==> src/rtl/irq_iack_seq_pkg.sv <==
// Shared types and constants for the sub-CPU interrupt-acknowledge sequencer.
package irq_iack_seq_pkg;

  typedef enum logic [1:0] {
    IDLE,
    ADDR,
    WAIT,
    DONE
  } iack_state_e;

  localparam logic [2:0] FC_CPU_SPACE = 3'b111;
  localparam logic [2:0] IPL_NONE     = 3'b111;
  localparam logic [2:0] LEVEL_NMI    = 3'd7;

endpackage

==> src/rtl/irq_iack_seq_ipl_filter.sv <==
// IPL input conditioning: two-stage synchroniser, 68000-style equality filter
// and the level-7 edge latch that makes NMI non-maskable but edge triggered.
module irq_iack_seq_ipl_filter
  import irq_iack_seq_pkg::*;
(
  input  logic       clk_asic,
  input  logic       rst,
  input  logic       en,
  input  logic [2:0] cpu_ipl,
  input  logic       nmi_clr,
  output logic [2:0] irq_level,
  output logic       nmi_latch
);

  logic [2:0] sync1;
  logic [2:0] sync2;
  logic [2:0] stable;
  logic       samples_agree;
  logic       nmi_edge;

  assign samples_agree = (sync1 == sync2);
  // Level 7 is encoded active low as 000; only a fresh transition into it counts.
  assign nmi_edge      = samples_agree && (sync1 == 3'b000) && (stable != 3'b000);
  assign irq_level     = ~stable;

  always_ff @(negedge clk_asic) begin
    if (rst) begin
      sync1     <= IPL_NONE;
      sync2     <= IPL_NONE;
      stable    <= IPL_NONE;
      nmi_latch <= 1'b0;
    end else if (en) begin
      sync1 <= cpu_ipl;
      sync2 <= sync1;
      if (samples_agree) begin
        stable <= sync1;
      end
      if (nmi_edge) begin
        nmi_latch <= 1'b1;
      end else if (nmi_clr) begin
        nmi_latch <= 1'b0;
      end
    end
  end

endmodule

==> src/rtl/irq_iack_seq.sv <==
// Interrupt-acknowledge initiator for the sub-CPU core: turns a filtered IPL
// into a 68000-style IACK bus cycle and hands the resulting vector to the core.
module irq_iack_seq
  import irq_iack_seq_pkg::*;
#(
  parameter int         TIMEOUT   = 32,
  parameter logic [7:0] AUTO_BASE = 8'd24,
  parameter logic [7:0] SPUR_VEC  = 8'd24
) (
  input  logic       clk_asic,
  input  logic       rst,
  input  logic       sub_sync,
  input  logic [2:0] cpu_ipl,
  input  logic [2:0] sr_mask,
  input  logic       iack_start,
  output logic       irq_req,
  output logic [2:0] irq_level,
  output logic       iack_done,
  output logic [7:0] iack_vector,
  output logic       iack_auto,
  output logic [2:0] bus_fc,
  output logic [2:0] bus_addr,
  output logic       bus_oe,
  input  logic       bus_vpa,
  input  logic       bus_dtack,
  input  logic [7:0] bus_data
);

  localparam int                CNT_W    = $clog2(TIMEOUT + 1);
  localparam logic [CNT_W-1:0] CNT_LAST = CNT_W'(TIMEOUT - 1);

  iack_state_e      state;
  logic [2:0]       ack_lvl;
  logic [CNT_W-1:0] wait_cnt;
  logic             nmi_latch;
  logic             nmi_clr;
  logic             cycle_ends;

  // Only completing a level-7 acknowledge re-arms the NMI edge detector.
  assign nmi_clr    = (state == DONE) && (ack_lvl == LEVEL_NMI);
  assign cycle_ends = !bus_vpa || !bus_dtack || (wait_cnt == CNT_LAST);

  irq_iack_seq_ipl_filter u_ipl_filter (
    .clk_asic  (clk_asic),
    .rst       (rst),
    .en        (sub_sync),
    .cpu_ipl   (cpu_ipl),
    .nmi_clr   (nmi_clr),
    .irq_level (irq_level),
    .nmi_latch (nmi_latch)
  );

  always_ff @(negedge clk_asic) begin
    if (rst) begin
      irq_req <= 1'b0;
    end else if (sub_sync) begin
      irq_req <= ((irq_level > sr_mask) && (irq_level != LEVEL_NMI)) || nmi_latch;
    end
  end

  // Bus outputs are registered and take the value of the state being entered.
  always_ff @(negedge clk_asic) begin
    if (rst) begin
      state       <= IDLE;
      ack_lvl     <= 3'd0;
      wait_cnt    <= '0;
      bus_fc      <= 3'd0;
      bus_addr    <= 3'd0;
      bus_oe      <= 1'b1;
      iack_done   <= 1'b0;
      iack_vector <= 8'd0;
      iack_auto   <= 1'b0;
    end else if (sub_sync) begin
      case (state)
        IDLE: begin
          if (iack_start && irq_req) begin
            ack_lvl  <= irq_level;
            bus_fc   <= FC_CPU_SPACE;
            bus_addr <= irq_level;
            bus_oe   <= 1'b1;
            state    <= ADDR;
          end
        end
        ADDR: begin
          bus_oe   <= 1'b0;
          wait_cnt <= '0;
          state    <= WAIT;
        end
        WAIT: begin
          wait_cnt <= wait_cnt + 1'b1;
          if (!bus_vpa) begin
            iack_vector <= AUTO_BASE + {5'd0, ack_lvl};
            iack_auto   <= 1'b1;
          end else if (!bus_dtack) begin
            iack_vector <= bus_data;
            iack_auto   <= 1'b0;
          end else if (wait_cnt == CNT_LAST) begin
            iack_vector <= SPUR_VEC;
            iack_auto   <= 1'b0;
          end
          if (cycle_ends) begin
            bus_oe    <= 1'b1;
            bus_fc    <= 3'd0;
            bus_addr  <= 3'd0;
            iack_done <= 1'b1;
            state     <= DONE;
          end
        end
        DONE: begin
          iack_done <= 1'b0;
          wait_cnt  <= '0;
          state     <= IDLE;
        end
        default: begin
          state <= IDLE;
        end
      endcase
    end
  end

endmodule

==> config.mk <==
export PLATFORM = sky130hd
export DESIGN_NAME = irq_iack_seq
export DESIGN_NICKNAME = d
export VERILOG_FILES = /design/src/rtl/irq_iack_seq_pkg.sv /design/src/rtl/irq_iack_seq_ipl_filter.sv /design/src/rtl/irq_iack_seq.sv
export SDC_FILE = /design/constraint.sdc
export NUM_CORES = 1
export LEC_CHECK = 0
export BUFFER_PORTS_ARGS = -buffer_cell sky130_fd_sc_hd__buf_2
export CORE_MARGIN = 2
export CORE_UTILIZATION = 30
export CTS_CLUSTER_DIAMETER = 30
export CTS_CLUSTER_SIZE = 24
export DETAILED_ROUTE_END_ITERATION = 10
export SYNTH_ARGS = -nofsm -noshare
export SYNTH_HDL_FRONTEND = slang
export SYNTH_SLANG_ARGS = --single-unit
==> constraint.sdc <==
create_clock -name clk_asic -period 2.1 [get_ports clk_asic]
set_clock_uncertainty 0.1 [all_clocks]
set_input_delay 0.105 -clock clk_asic [delete_from_list [all_inputs] [get_ports clk_asic]]
set_output_delay 0.105 -clock clk_asic [all_outputs]
set_load 0.02 [all_outputs]
# [Yosys cells after proc, flatten, opt, wreduce, memory -nomap -nowiden]
# Index checks and enable logic that the tools add are counted.
[totals] ff_bits=39 in_bits=20 out_inout_bits=21
[classes] addsub=2 n_lt_le_gt_ge=1 eq_ne=10 muxes=21 bitwise_logic=1 reduce_logical=28
[op_table] op="8-bit two-way mux" n=3
[op_table] op="3-bit case mux with 2 select lines" n=2
[op_table] op="6-bit case mux with 2 select lines" n=1
[op_table] op="3-bit AND reduction" n=4
[op_table] op="3-bit two-way mux" n=3
[op_table] op="2-bit case mux with 4 select lines" n=1
[op_table] op="4-bit AND reduction" n=2
[op_table] op="2-bit nonzero test" n=4
[op_table] op="1-bit two-way mux" n=7
[op_table] op="5-bit by 3-bit adder with 6-bit output (first input constant)" n=1
[op_table] op="6-bit by 1-bit adder with 6-bit output (second input constant)" n=1
[op_table] op="6-bit by 5-bit == test with 1-bit output (second input constant)" n=1
[op_table] op="2-bit AND reduction" n=3
[op_table] op="3-bit nonzero test" n=2
[op_table] op="1-bit logical AND" n=5
[op_table] op="2-bit == test (second input constant)" n=2
[op_table] op="2-bit two-way mux" n=2
[op_table] op="2-bit != test (second input constant)" n=2
[op_table] op="3-bit == test" n=1
[op_table] op="3-bit == test (second input constant)" n=1
[op_table] op="3-bit > comparator" n=1
[op_table] op="3-bit logical NOT" n=1
[op_table] op="1-bit logical OR" n=3
[op_table] op="3-bit by 2-bit != test with 1-bit output (second input constant)" n=1
[op_table] op="8 further kinds" n=9

# [Logic depth before layout (Yosys ltp)]
# Gate-level depths: netlist of run 1.
[logic_depth] word_depth=5 mapped_depth=7 ltp_nobuf=6

# [Modules after synthesis]
# A second synthesis of run 1 with hierarchy kept.
[unflattened] hier_cells=208 hier_area_um2=1871.8
[by_module_without_submodules] mod="irq_iack_seq" instances=1 cells_each=155 area_each_um2=1376.3 seq_area_each_um2=540.5
[by_module_without_submodules] mod="irq_iack_seq_ipl_filter" instances=1 cells_each=53 area_each_um2=495.5 seq_area_each_um2=200.2

==> impl_table.tex, run 1 <==
\begin{tabular}{lr}
\hline
Metric & Value \\
\hline
\multicolumn{2}{l}{\textbf{Outcome}} \\
Status & finished clean \\
\multicolumn{2}{l}{\textbf{Clock network}} \\
Root buffer cell & clkbuf\_8 \\
Maximum count of clock buffers along a single path & 2 \\
H-tree depth reported by CTS & 2 \\
CTS tree & yes \\
Clk pin slew, worst setup/hold paths & roughly 0.040 ns \\
Clock net sink count & 37 \\
Clk\_lat worst skew & about 0.35 ns \\
Clock buffers created by TritonCTS & 5 \\
\multicolumn{2}{l}{\textbf{Layout}} \\
Most used cells in the layout excluding fill and tap cells & inv\_1 (45), buf\_4 (24), a21oi\_1 (21), dfxtp\_1 (20) \\
Core occupancy in the finished layout & approximately 46\% \\
Fin area & 2530 µm² \\
Share of cells above drive strength 1 & 34.2\% \\
Antenna cell count & 0 \\
Number of standard cells in the layout, taps in and fillers out & between 300 and 400 \\
Most common library cell in the layout ignoring fill and taps & inv\_1 \\
Number of nets in the finished design & 319 \\
Layout Area Growth over Synthesis & 47.1\% \\
\multicolumn{2}{l}{\textbf{Synthesis}} \\
Count of state elements after synthesis & 37 \\
Total nets after synthesis & 223 \\
Number of enable-type register cells in the synthesized netlist & 0 \\
Async set-reset flop share out of synthesis & 0\% \\
Post-synthesis cell count & between 150 and 200 \\
Number of distinct library cells after synthesis & 37 \\
Top FF cell, synth & dfxtp\_1 \\
Post-synth design cell area & 1720 µm² \\
Avg Inst Size Synth & 8.82 µm² \\
Proportion of synthesized chip area in sequential cells & between 40\% and 50\% \\
YS warnings & 0 \\
\multicolumn{2}{l}{\textbf{STA}} \\
Count of pins over their slew limit & 0 \\
Final setup violation count & 0 \\
Worst slew pin tran & between 0.4 and 0.5 ns \\
Max-slew headroom at the worst pin & 71.7\% \\
RSZ-0062 raised after global routing & yes \\
Final count of hold timing violations & 0 \\
Final setup TNS & 0 ns \\
Final Hold Slack & 0.374 ns \\
Minimum setup slack in the final design & 0.00726 ns \\
\multicolumn{2}{l}{\textbf{Global routing}} \\
Met2 demand-to-capacity share in global routing & between 20\% and 30\% \\
Antenna violations before repair & 0 \\
Global-route wire length before repair & 7180 µm \\
Via count of the first global-routing pass & about 1700 \\
Highest-utilization routing layer at the global route stage & met2 \\
Met3 layer usage reported by global route & 7.01\% \\
Total global routing track utilization & between 10\% and 20\% \\
Total congestion overflow after global routing & 0 \\
Met1 demand-to-capacity share in global routing & 16.2\% \\
Maximum number of pins on one net before global-route repair & 12 \\
\multicolumn{2}{l}{\textbf{Die}} \\
Area of the die & 6350 µm² \\
Horizontal die dimension & roughly 80 µm \\
Initial core utilization & 31.2\% \\
I/O pins & 41 \\
Die height & roughly 80 µm \\
Num rows & 27 \\
Area of the core region & approximately 5500 µm² \\
\multicolumn{2}{l}{\textbf{Detailed routing}} \\
Sum of routed wire length over all layers & roughly 4100 µm \\
Ratio of routed vias to standard cells & approximately 4.6 \\
Number of nets still failing antenna checks after routing & 0 \\
Number of DRC violations after detailed routing & 0 \\
Pre-Repair DR Iteration Count & 4 \\
Iter 0 DRT Violations & 62 \\
Total vias in the final route & between 1500 and 2000 \\
DR WL/cell & 11.4 µm \\
\multicolumn{2}{l}{\textbf{Setup path}} \\
Number of stages on the worst setup path & 2 \\
CP arrival & $\sim$1.9 ns \\
CP startpoint & u\_ipl\_filter.stable[2] \\
Cells along the critical path & inv\_2, buf\_6 \\
Type of the worst setup path & register to output pin \\
Top fanout value on the critical path & 2 \\
Largest delay contributor family on the critical path & flip-flops \\
Master of the slowest instance on the critical path & dfxtp\_2 \\
Worst Setup Start Kind & register \\
Category of the worst setup path capture point & output pin \\
Critical path's largest stage delay & 0.33 ns \\
End of the critical path & irq\_level[2] \\
Path depth of the worst reg2reg path & 6 \\
Register-to-Register Setup Slack & between 0.3 and 0.4 ns \\
Reg-to-Reg End & state[1] \\
Count of buffering cells on the critical path with inverters included & 2 \\
Data required time at the worst endpoint & approximately 1.9 ns \\
Reg2reg start & state[0] \\
\multicolumn{2}{l}{\textbf{Run}} \\
Number of maximum-capacitance constraint violations & 0 \\
\multicolumn{2}{l}{\textbf{Placed design}} \\
Number of buffers added on ports & 40 \\
Placer congestion estimate & 0.774 \\
Placed instance count & 317 \\
Half-perimeter wire length after detailed placement & $\sim$3000 µm \\
Worst setup slack before clock tree synthesis & -0.204 ns \\
Placed Area & 2140 µm² \\
\multicolumn{2}{l}{\textbf{Worst hold path}} \\
Class of the tightest hold or removal check & register to register \\
\multicolumn{2}{l}{\textbf{Power}} \\
VDD IR max & 334 µV \\
Power after layout & about 1.7 mW \\
Cell leakage power & 1.21 nW \\
Power per cell area & about 660 nW/µm² \\
\hline
\end{tabular}
tightest hold or removal path, delay by kind of cell (launching register included):
family / cells / cell delay [ns]
DFF: 1 / 0.30
AOI/OAI and AO/OA: 2 / 0.12
worst min path at each step:
| stage | slack (ns) | endpoint | from | cells past startpoint |
|---|---|---|---|---|
| CTS | 0.37 | iack_vector[6] | iack_vector[6] | 2 |
| floorplan | 0.35 | irq_req | u_ipl_filter.nmi_latch | 2 |
| finish | 0.37 | iack_vector[6] | iack_vector[6] | 2 |
| global route | 0.38 | iack_vector[6] | iack_vector[6] | 2 |
| global placement | 0.36 | iack_vector[6] | iack_vector[6] | 2 |
| detailed placement | 0.37 | iack_vector[6] | iack_vector[6] | 2 |
sequential cells by signal (all words and copies together), names as in the netlist:
register and count:
state 2, u_ipl_filter.stable 3, irq_req 1, u_ipl_filter.sync2 3, bus_addr 3, iack_done 1
u_ipl_filter.sync1 3, iack_vector 8, u_ipl_filter.nmi_latch 1, iack_auto 1, wait_cnt 6, bus_oe 1
bus_fc 1, ack_lvl 3
repair_timing:
item / in CTS / in global routing
hold buffers: 0 / 0
setup endpoints to repair: 13 / 21
pin swaps: 0 / 1
resized for setup: 30 / 31
setup buffers: 3 / 0
cell type report:
| type | instances | area [µm²] |
|---|---|---|
| Fill cell | 585 | 2980 |
| Multi-Input combinational cell | 137 | 903 |
| Sequential cell | 37 | 764 |
| Timing Repair Buffer | 63 | 509 |
| Clock inverter | 40 | 155 |
| Tap cell | 72 | 90.1 |
| Clock buffer | 5 | 68.8 |
| Inverter | 10 | 37.5 |
Yosys cell counts (4+ instances only):
cell	n	area [µm²]
xor2_1	4	35.0
nor3_1	6	30.0
o21ai_0	10	50.1
inv_1	11	41.3
mux2i_1	10	100
nor2_1	17	63.8
ha_1	8	100
dfxtp_1	37	741
xnor2_1	4	35.0
nand4_1	7	43.8
a21oi_1	21	105
nand2_1	17	63.8
a211oi_1	4	30.0
nor2b_1	6	37.5
clkbuf_1	5	18.8
cells by family (layout without fill, tap and decap cells):
group	after synthesis	in the layout	synth area share, %
AO/OA/AOI/OAI	49	49	18.2
flip-flops	37	37	43.1
adder cells (fa/ha/maj)	8	8	5.82
buffers and inverters	21	118	5.24
multiplexers	10	10	5.82
XOR/XNOR	8	8	4.08
AND/OR/NAND/NOR	62	62	17.8
routing by layer:
| metal | part of all wire [%] | vias up |
|---|---|---|
| met2 | 47 | 44 |
| met3 | 6.8 | 7 |
| li1 | - | 869 |
| met5 | 0 | - |
| met4 | 1.3 | 0 |
| met1 | 45 | 748 |
power breakdown:
part | leakage, nW | internal [mW] | total (mW) | switching, mW
logic | 0.657 | 0.0886 | 0.172 | 0.0829
clock network | 0.248 | 0.320 | 0.750 | 0.430
registers | 0.305 | 0.721 | 0.735 | 0.0135
No activity file was read; power rests on OpenSTA's default activity.
==> inputs of run 2 (changes only) <==
--- a/config.mk
+++ b/config.mk
@@ -11,6 +11,7 @@
 export CTS_CLUSTER_DIAMETER = 30
 export CTS_CLUSTER_SIZE = 24
 export DETAILED_ROUTE_END_ITERATION = 10
+export MAX_ROUTING_LAYER = met4
 export SYNTH_ARGS = -nofsm -noshare
 export SYNTH_HDL_FRONTEND = slang
 export SYNTH_SLANG_ARGS = --single-unit
==> run 2 against run 1 <==
Combinational power barely moved. Register-to-register slack barely moved. Power is essentially flat. Final area is the same.
==> impl_table.tex, run 2 (same netlist as run 1, synthesis figures left out) <==
\begin{tabular}{lr}
\hline
Metric & Value \\
\hline
\multicolumn{2}{l}{\textbf{STA}} \\
Final setup violation count & 0 (unchanged) \\
Worst slew pin tran & 0.423 ns (+0.000375 ns) \\
Max-slew headroom at the worst pin & 71.7\% (about the same) \\
Final Hold Slack & 0.373 ns (-0.000120 ns) \\
Count of pins over their slew limit & 0 (unchanged) \\
RSZ-0062 raised after global routing & yes \\
Final count of hold timing violations & 0 (unchanged) \\
Minimum setup slack in the final design & 0.00727 ns (+0.0000142 ns) \\
\multicolumn{2}{l}{\textbf{Clock network}} \\
Clock net sink count & 37 (unchanged) \\
H-tree depth reported by CTS & 2 (unchanged) \\
Clk pin slew, worst setup/hold paths & 0.04 ns (about the same) \\
Clock buffers created by TritonCTS & 5 (unchanged) \\
Clk\_lat worst skew & 0.35 ns (about the same) \\
Hold buffers post-CTS & 0 (unchanged) \\
Maximum count of clock buffers along a single path & 2 (unchanged) \\
CTS tree & yes \\
Root buffer cell & clkbuf\_8 \\
\multicolumn{2}{l}{\textbf{Placed design}} \\
Worst setup slack before clock tree synthesis & -0.204 ns (unchanged) \\
Placed instance count & 317 (unchanged) \\
Placed Area & 2140 µm² (unchanged) \\
Placer congestion estimate & 0.785 (+1.4\%) \\
Number of buffers added on ports & 40 (unchanged) \\
Half-perimeter wire length after detailed placement & 2950 µm (unchanged) \\
\multicolumn{2}{l}{\textbf{Power}} \\
VDD IR max & 335 µV (+0.16\%) \\
Power per cell area & 656 nW/µm² (about the same) \\
Cell leakage power & 1.21 nW (unchanged) \\
\multicolumn{2}{l}{\textbf{Layout}} \\
Most common library cell in the layout ignoring fill and taps & inv\_1 \\
Antenna cell count & 0 (unchanged) \\
Fin area & 2530 µm² (unchanged) \\
Core occupancy in the finished layout & 45.9\% (unchanged) \\
Number of standard cells in the layout, taps in and fillers out & 364 (unchanged) \\
Seq. cell area & 764 µm² (unchanged) \\
Area of the multi-input gates & 903 µm² (unchanged) \\
Share of cells above drive strength 1 & 34.2\% (unchanged) \\
Final-layout fill cell count & 585 (unchanged) \\
Flip-flop count of the largest register, all copies and words added & 8 (unchanged) \\
Layout Area Growth over Synthesis & 47.1\% (unchanged) \\
Register bank with the most flops & iack\_vector \\
Number of nets in the finished design & 319 (unchanged) \\
Most used cells in the layout excluding fill and tap cells & inv\_1 (45), buf\_4 (24), a21oi\_1 (21), dfxtp\_1 (20) \\
Regs by FF count & iack\_vector (8), wait\_cnt (6) \\
\multicolumn{2}{l}{\textbf{Detailed routing}} \\
Sum of routed wire length over all layers & 4150 µm (+0.17\%) \\
Total vias in the final route & 1666 (-0.12\%) \\
Pre-Repair DR Iteration Count & 4 (unchanged) \\
DR WL/cell & 11.4 µm (+0.17\%) \\
Number of nets still failing antenna checks after routing & 0 (unchanged) \\
Iter 0 DRT Violations & 62 (unchanged) \\
Ratio of routed vias to standard cells & 4.58 (-0.12\%) \\
Number of DRC violations after detailed routing & 0 (unchanged) \\
\multicolumn{2}{l}{\textbf{Setup path}} \\
Category of the worst setup path capture point & output pin \\
CP arrival & 1.89 ns (about the same) \\
Worst Setup Start Kind & register \\
Type of the worst setup path & register to output pin \\
Top fanout value on the critical path & 2 (unchanged) \\
Data required time at the worst endpoint & 1.89 ns (about the same) \\
\multicolumn{2}{l}{\textbf{Die}} \\
I/O pins & 41 (unchanged) \\
Initial core utilization & 31.2\% (unchanged) \\
Die height & 79.7 µm (unchanged) \\
Area of the die & 6350 µm² (unchanged) \\
Area of the core region & 5510 µm² (unchanged) \\
Num rows & 27 (unchanged) \\
Horizontal die dimension & 79.7 µm (unchanged) \\
\multicolumn{2}{l}{\textbf{Worst hold path}} \\
Class of the tightest hold or removal check & register to register \\
\multicolumn{2}{l}{\textbf{Global routing}} \\
Via count of the first global-routing pass & 1679 (-0.36\%) \\
Met3 layer usage reported by global route & 6.79\% (-0.23 points) \\
Met2 demand-to-capacity share in global routing & 22.6\% (unchanged) \\
Antenna violations before repair & 0 (unchanged) \\
Maximum number of pins on one net before global-route repair & 12 (unchanged) \\
Met1 demand-to-capacity share in global routing & 16.3\% (+0.14 points) \\
Highest-utilization routing layer at the global route stage & met2 \\
Total global routing track utilization & 14.7\% (+0.39 points) \\
Total congestion overflow after global routing & 0 (unchanged) \\
Global-route wire length before repair & 7180 µm (unchanged) \\
\multicolumn{2}{l}{\textbf{Outcome}} \\
Status & finished clean \\
\multicolumn{2}{l}{\textbf{Run}} \\
Number of maximum-capacitance constraint violations & 0 (unchanged) \\
\hline
\end{tabular}
## run 2: cell counts in the layout (fill, tap and decap cells not counted)
No cell type changed its count.
## run 2: final cells by class
class / instances / share of cell area, %
timing repair buffer: 63 / 20.1
tap: 72 / 3.56
clock inverter: 40 / 6.14
sequential: 37 / 30.2
multi-input combinational: 137 / 35.7
clock buffer: 5 / 2.72
inverter: 10 / 1.48
## run 2: power by group
part | internal [mW] | switching, mW
registers | 0.721 | 0.0135
clock network | 0.320 | 0.431
logic | 0.0886 | 0.0831
## run 2: critical path: stages, from the launching register on
cell     delay, ns
dfxtp_2       0.33
inv_2         0.04
buf_6         0.12
## run 2: metal layers
metal | vias up | wire [µm]
li1 | 869 | -
met1 | 746 | 1910
met2 | 44 | 1940
met3 | 7 | 257
met4 | 0 | 53
met5 | - | 0
## run 2: path summary, 6_finish.rpt
check,slack [ns],cells past startpoint,end,start
hold / removal,0.37,2,iack_vector[6],iack_vector[6]
hold reg to reg,0.37,2,iack_vector[6],iack_vector[6]
setup / recovery,0.007,2,irq_level[2],u_ipl_filter.stable[2]
setup reg to reg,0.33,6,state[1],state[0]
## run 2: stage by stage
stage / total power [mW] / setup TNS [ns]
final: 1.66 / 0
after global routing: 1.81 / -0.149
after CTS: 1.70 / -0.00511
after detailed placement: 1.01 / -3.51
after global placement: 1.01 / -3.20
after floorplan: 0.943 / 0
## run 2: what timing repair did
| item | CTS | global route |
|---|---|---|
| buffers inserted | 3 | 0 |
| pin swaps | 0 | 1 |
| gates resized for setup | 30 | 31 |
| endpoints found under the setup margin | 13 | 21 |
==> inputs of run 3 (changes only) <==
--- a/config.mk
+++ b/config.mk
@@ -11,7 +11,9 @@
 export CTS_CLUSTER_DIAMETER = 30
 export CTS_CLUSTER_SIZE = 24
 export DETAILED_ROUTE_END_ITERATION = 10
+export HOLD_SLACK_MARGIN = 0.03
 export MAX_ROUTING_LAYER = met4
 export SYNTH_ARGS = -nofsm -noshare
 export SYNTH_HDL_FRONTEND = slang
+export SYNTH_HIERARCHICAL = 1
 export SYNTH_SLANG_ARGS = --single-unit
==> run 3 against run 2 <==
Global-route usage down 0.31 points. The flow now finishes with violations (negative setup slack). Final cell count up 5.2%. Die area up 8.4%. Synthesized area up 8.9%. Combinational power down 5%. Power down 0.33%. Final area up 7.0%.
==> impl_table.tex, run 3 <==
\begin{tabular}{lr}
\hline
Metric & Value \\
\hline
\multicolumn{2}{l}{\textbf{Outcome}} \\
Status & finished, violations left \\
Violated checks & negative setup slack \\
\multicolumn{2}{l}{\textbf{Clock network}} \\
Clock buffers created by TritonCTS & 5 (unchanged) \\
Hold buffers post-CTS & 0 (unchanged) \\
CTS tree & yes \\
Clk\_lat worst skew & 0.36 ns (about the same) \\
Maximum count of clock buffers along a single path & 2 (unchanged) \\
Root buffer cell & clkbuf\_8 \\
Clk pin slew, worst setup/hold paths & 0.03 ns (about the same) \\
H-tree depth reported by CTS & 2 (unchanged) \\
Clock net sink count & 37 (unchanged) \\
\multicolumn{2}{l}{\textbf{Setup path}} \\
Reg2reg start & state[0] \\
Critical path's largest stage delay & 0.34 ns (about the same) \\
Path depth of the worst reg2reg path & 6 (unchanged) \\
End of the critical path & irq\_level[1] \\
Top fanout value on the critical path & 2 (unchanged) \\
Count of buffering cells on the critical path with inverters included & 2 (unchanged) \\
CP startpoint & u\_ipl\_filter/stable[1] \\
Category of the worst setup path capture point & output pin \\
Number of stages on the worst setup path & 2 (unchanged) \\
Type of the worst setup path & register to output pin \\
Cells along the critical path & inv\_2, buf\_6 \\
Register-to-Register Setup Slack & 0.29 ns (-0.04 ns) \\
Data required time at the worst endpoint & 1.89 ns (about the same) \\
Reg-to-Reg End & bus\_addr[2] \\
CP arrival & 1.90 ns (about the same) \\
Worst Setup Start Kind & register \\
Master of the slowest instance on the critical path & dfxtp\_2 \\
Largest delay contributor family on the critical path & flip-flops \\
\multicolumn{2}{l}{\textbf{Power}} \\
Cell leakage power & 1.26 nW (+4.0\%) \\
Psw & 532 µW (+0.87\%) \\
Relative contribution of the clock network to total power & 45.6\% (+0.3 points) \\
Net switching share of the total power & 32.2\% (+0.39 points) \\
Proportion of power drawn by flip-flops and latches & 44.5\% (+0.2 points) \\
Internal cell power & 1.12 mW (-0.90\%) \\
Power per cell area & 610 nW/µm² (-6.9\%) \\
VDD IR max & 291 µV (-13\%) \\
Combinational Power Share & 9.9\% (-0.5 points) \\
\multicolumn{2}{l}{\textbf{Synthesis}} \\
Portion of synthesized cell area occupied by the leading cell type & 39.6\% (-3.5 points) \\
Number of distinct library cells after synthesis & 50 (+35\%) \\
Biggest area consumer among synthesized cells & dfxtp\_1 \\
YS warnings & 6 (+6) \\
Most frequent cell after synthesis & dfxtp\_1 \\
Post-synthesis cell count & 208 (+6.7\%) \\
Number of enable-type register cells in the synthesized netlist & 0 (unchanged) \\
Top cells by count, synth & dfxtp\_1 (37), a21oi\_1 (18), nor2\_1 (16), inv\_1 (14), nand2\_1 (13) \\
Biggest area contributors in the synthesized netlist & dfxtp\_1 (40\%), ha\_1 (5.3\%), mux2i\_1 (5.3\%), a21oi\_1 (4.8\%), nor2\_1 (3.2\%) \\
Top FF cell, synth & dfxtp\_1 \\
Async set-reset flop share out of synthesis & 0\% (unchanged) \\
Count of state elements after synthesis & 37 (unchanged) \\
Post-synth design cell area & 1870 µm² (+8.9\%) \\
Avg Inst Size Synth & 9.00 µm² (+2.1\%) \\
Proportion of synthesized chip area in sequential cells & 39.6\% (-3.5 points) \\
Total nets after synthesis & 236 (+5.8\%) \\
\multicolumn{2}{l}{\textbf{Layout}} \\
Core occupancy in the finished layout & 45.2\% (-0.75 points) \\
Most common library cell in the layout ignoring fill and taps & inv\_1 \\
Antenna cell count & 0 (unchanged) \\
Register bank with the most flops & iack\_vector \\
Final-layout fill cell count & 600 (+2.6\%) \\
Most used cells in the layout excluding fill and tap cells & inv\_1 (46), buf\_4 (30), dfxtp\_1 (22), buf\_2 (19), buf\_6 (19) \\
Flip-flop count of the largest register, all copies and words added & 8 (unchanged) \\
Regs by FF count & iack\_vector (8), wait\_cnt (6) \\
Seq. cell area & 762 µm² (-0.33\%) \\
Share of cells above drive strength 1 & 34.7\% (+0.49 points) \\
Number of standard cells in the layout, taps in and fillers out & 383 (+5.2\%) \\
Number of nets in the finished design & 335 (+5.0\%) \\
Layout Area Growth over Synthesis & 44.6\% \\
Area of the multi-input gates & 1040 µm² (+15\%) \\
\multicolumn{2}{l}{\textbf{Placed design}} \\
Half-perimeter wire length after detailed placement & 3350 µm (+14\%) \\
Placer congestion estimate & 0.774 (-1.4\%) \\
Placed instance count & 333 (+5.0\%) \\
Number of buffers added on ports & 40 (unchanged) \\
\multicolumn{2}{l}{\textbf{Die}} \\
Initial core utilization & 31.2\% (about the same) \\
Area of the die & 6890 µm² (+8.4\%) \\
Die height & 83.0 µm (+4.1\%) \\
Horizontal die dimension & 83.0 µm (+4.1\%) \\
Num rows & 28 (+3.7\%) \\
I/O pins & 41 (unchanged) \\
Area of the core region & 5990 µm² (+8.8\%) \\
\multicolumn{2}{l}{\textbf{STA}} \\
Count of pins over their slew limit & 0 (unchanged) \\
Final Hold Slack & 0.371 ns (-0.00271 ns) \\
RSZ-0062 raised after global routing & yes \\
Minimum setup slack in the final design & -0.00679 ns (-0.0141 ns) \\
Final setup violation count & 1 (+1) \\
Max-slew headroom at the worst pin & 69.2\% (-2.5 points) \\
Worst slew pin tran & 0.460 ns (+0.0363 ns) \\
Final count of hold timing violations & 0 (unchanged) \\
\multicolumn{2}{l}{\textbf{Detailed routing}} \\
Pre-Repair DR Iteration Count & 5 (+1) \\
Total vias in the final route & 1851 (+11\%) \\
Iter 0 DRT Violations & 63 (+1.6\%) \\
Number of DRC violations after detailed routing & 0 (unchanged) \\
DR WL/cell & 12.4 µm (+8.7\%) \\
Sum of routed wire length over all layers & 4750 µm (+14\%) \\
Ratio of routed vias to standard cells & 4.83 (+5.6\%) \\
Number of nets still failing antenna checks after routing & 0 (unchanged) \\
\multicolumn{2}{l}{\textbf{Global routing}} \\
Maximum number of pins on one net before global-route repair & 29 (+17) \\
Global-route wire length before repair & 8090 µm (+13\%) \\
Total global routing track utilization & 14.4\% (-0.31 points) \\
Via count of the first global-routing pass & 1881 (+12\%) \\
Antenna violations before repair & 0 (unchanged) \\
Total congestion overflow after global routing & 0 (unchanged) \\
\multicolumn{2}{l}{\textbf{Worst hold path}} \\
Class of the tightest hold or removal check & register to register \\
\multicolumn{2}{l}{\textbf{Run}} \\
Number of maximum-capacitance constraint violations & 0 (unchanged) \\
\hline
\end{tabular}
==> run 3: changes by cell type after synthesis, moves of 4 or more <==
cell / delta
nand4_1: -4
a311oi_1: +4
nor2b_1: -4
nand2_1: -4
==> run 3: cell type report <==
class / instances / area share (%)
multi-input combinational: 145 / 38.5
clock buffer: 5 / 2.54
tap: 75 / 3.47
timing repair buffer: 68 / 19.7
inverter: 13 / 1.90
sequential: 37 / 28.2
clock inverter: 40 / 5.69
==> run 3: cells by family after synthesis <==
| logic type | after synthesis | synth area share, % |
|---|---|---|
| AOI/OAI and AO/OA | 50 | 18.4 |
| xor gates and xnor gates | 9 | 4.21 |
| adders and majority gates | 8 | 5.35 |
| buffers and inverters | 26 | 6.22 |
| DFF | 37 | 39.6 |
| muxes | 10 | 5.35 |
| and+or+nand+nor | 68 | 20.9 |
==> run 3: power groups by stage <==
| stage | clock [mW] | combinational [mW] | sequential (mW) |
|---|---|---|---|
| finish | 0.753 | 0.164 | 0.735 |
| global route | 0.887 | 0.179 | 0.735 |
| CTS | 0.801 | 0.161 | 0.734 |
| detailed placement | 0.114 | 0.156 | 0.744 |
| global placement | 0.114 | 0.154 | 0.743 |
| floorplan | 0.114 | 0.0959 | 0.743 |
==> run 3: per-layer routing <==
metal | vias up | routed length [µm] | part of all wire, % | track usage, %
li1 | 937 | - | - | -
met1 | 875 | 2190 | 46 | 16.4
met2 | 33 | 2360 | 50 | 21.8
met4 | 0 | 43 | 0.91 | 6.71
met3 | 6 | 160 | 3.4 | 6.16
met5 | - | 0 | 0 | -
==> run 3: how the worst min path moves through the flow <==
stage,slack (ns),cells past startpoint,start,endpoint
final,0.37,2,iack_vector[5],iack_vector[5]
after global routing,0.42,2,bus_addr[0],bus_addr[0]
after floorplan,0.35,2,u_ipl_filter/nmi_latch,irq_req
after CTS,0.37,2,iack_vector[5],iack_vector[5]
after global placement,0.36,2,iack_vector[5],iack_vector[5]
after detailed placement,0.37,2,bus_addr[0],bus_addr[0]
==> run 3: what timing repair did <==
| item | in CTS | in global routing |
|---|---|---|
| gates resized for setup | 35 | 25 |
| setup buffers | 4 | 3 |
| setup endpoints to repair | 16 | 19 |
==> run 3: worst register-to-register path, cell delays in order (launching register included) <==
cell and delay, ns:
dfxtp_1 0.36, inv_1 0.08, ha_1 0.25, a21bo_4 0.20
o211ai_1 0.19, or3b_1 0.41, a21oi_1 0.16
==> run 3: metrics by stage <==
step | instance area, µm² | worst slack (ns) | power, mW | TNS [ns]
after floorplan | 1910 | -0.0519 | 0.953 | -0.110
after global placement | 2290 | -0.193 | 1.01 | -2.39
after detailed placement | 2290 | -0.205 | 1.01 | -2.59
after CTS | 2620 | -0.0206 | 1.70 | -0.0723
after global routing | 2710 | -0.0492 | 1.80 | -0.237
final | 2710 | -0.00679 | 1.65 | -0.00679
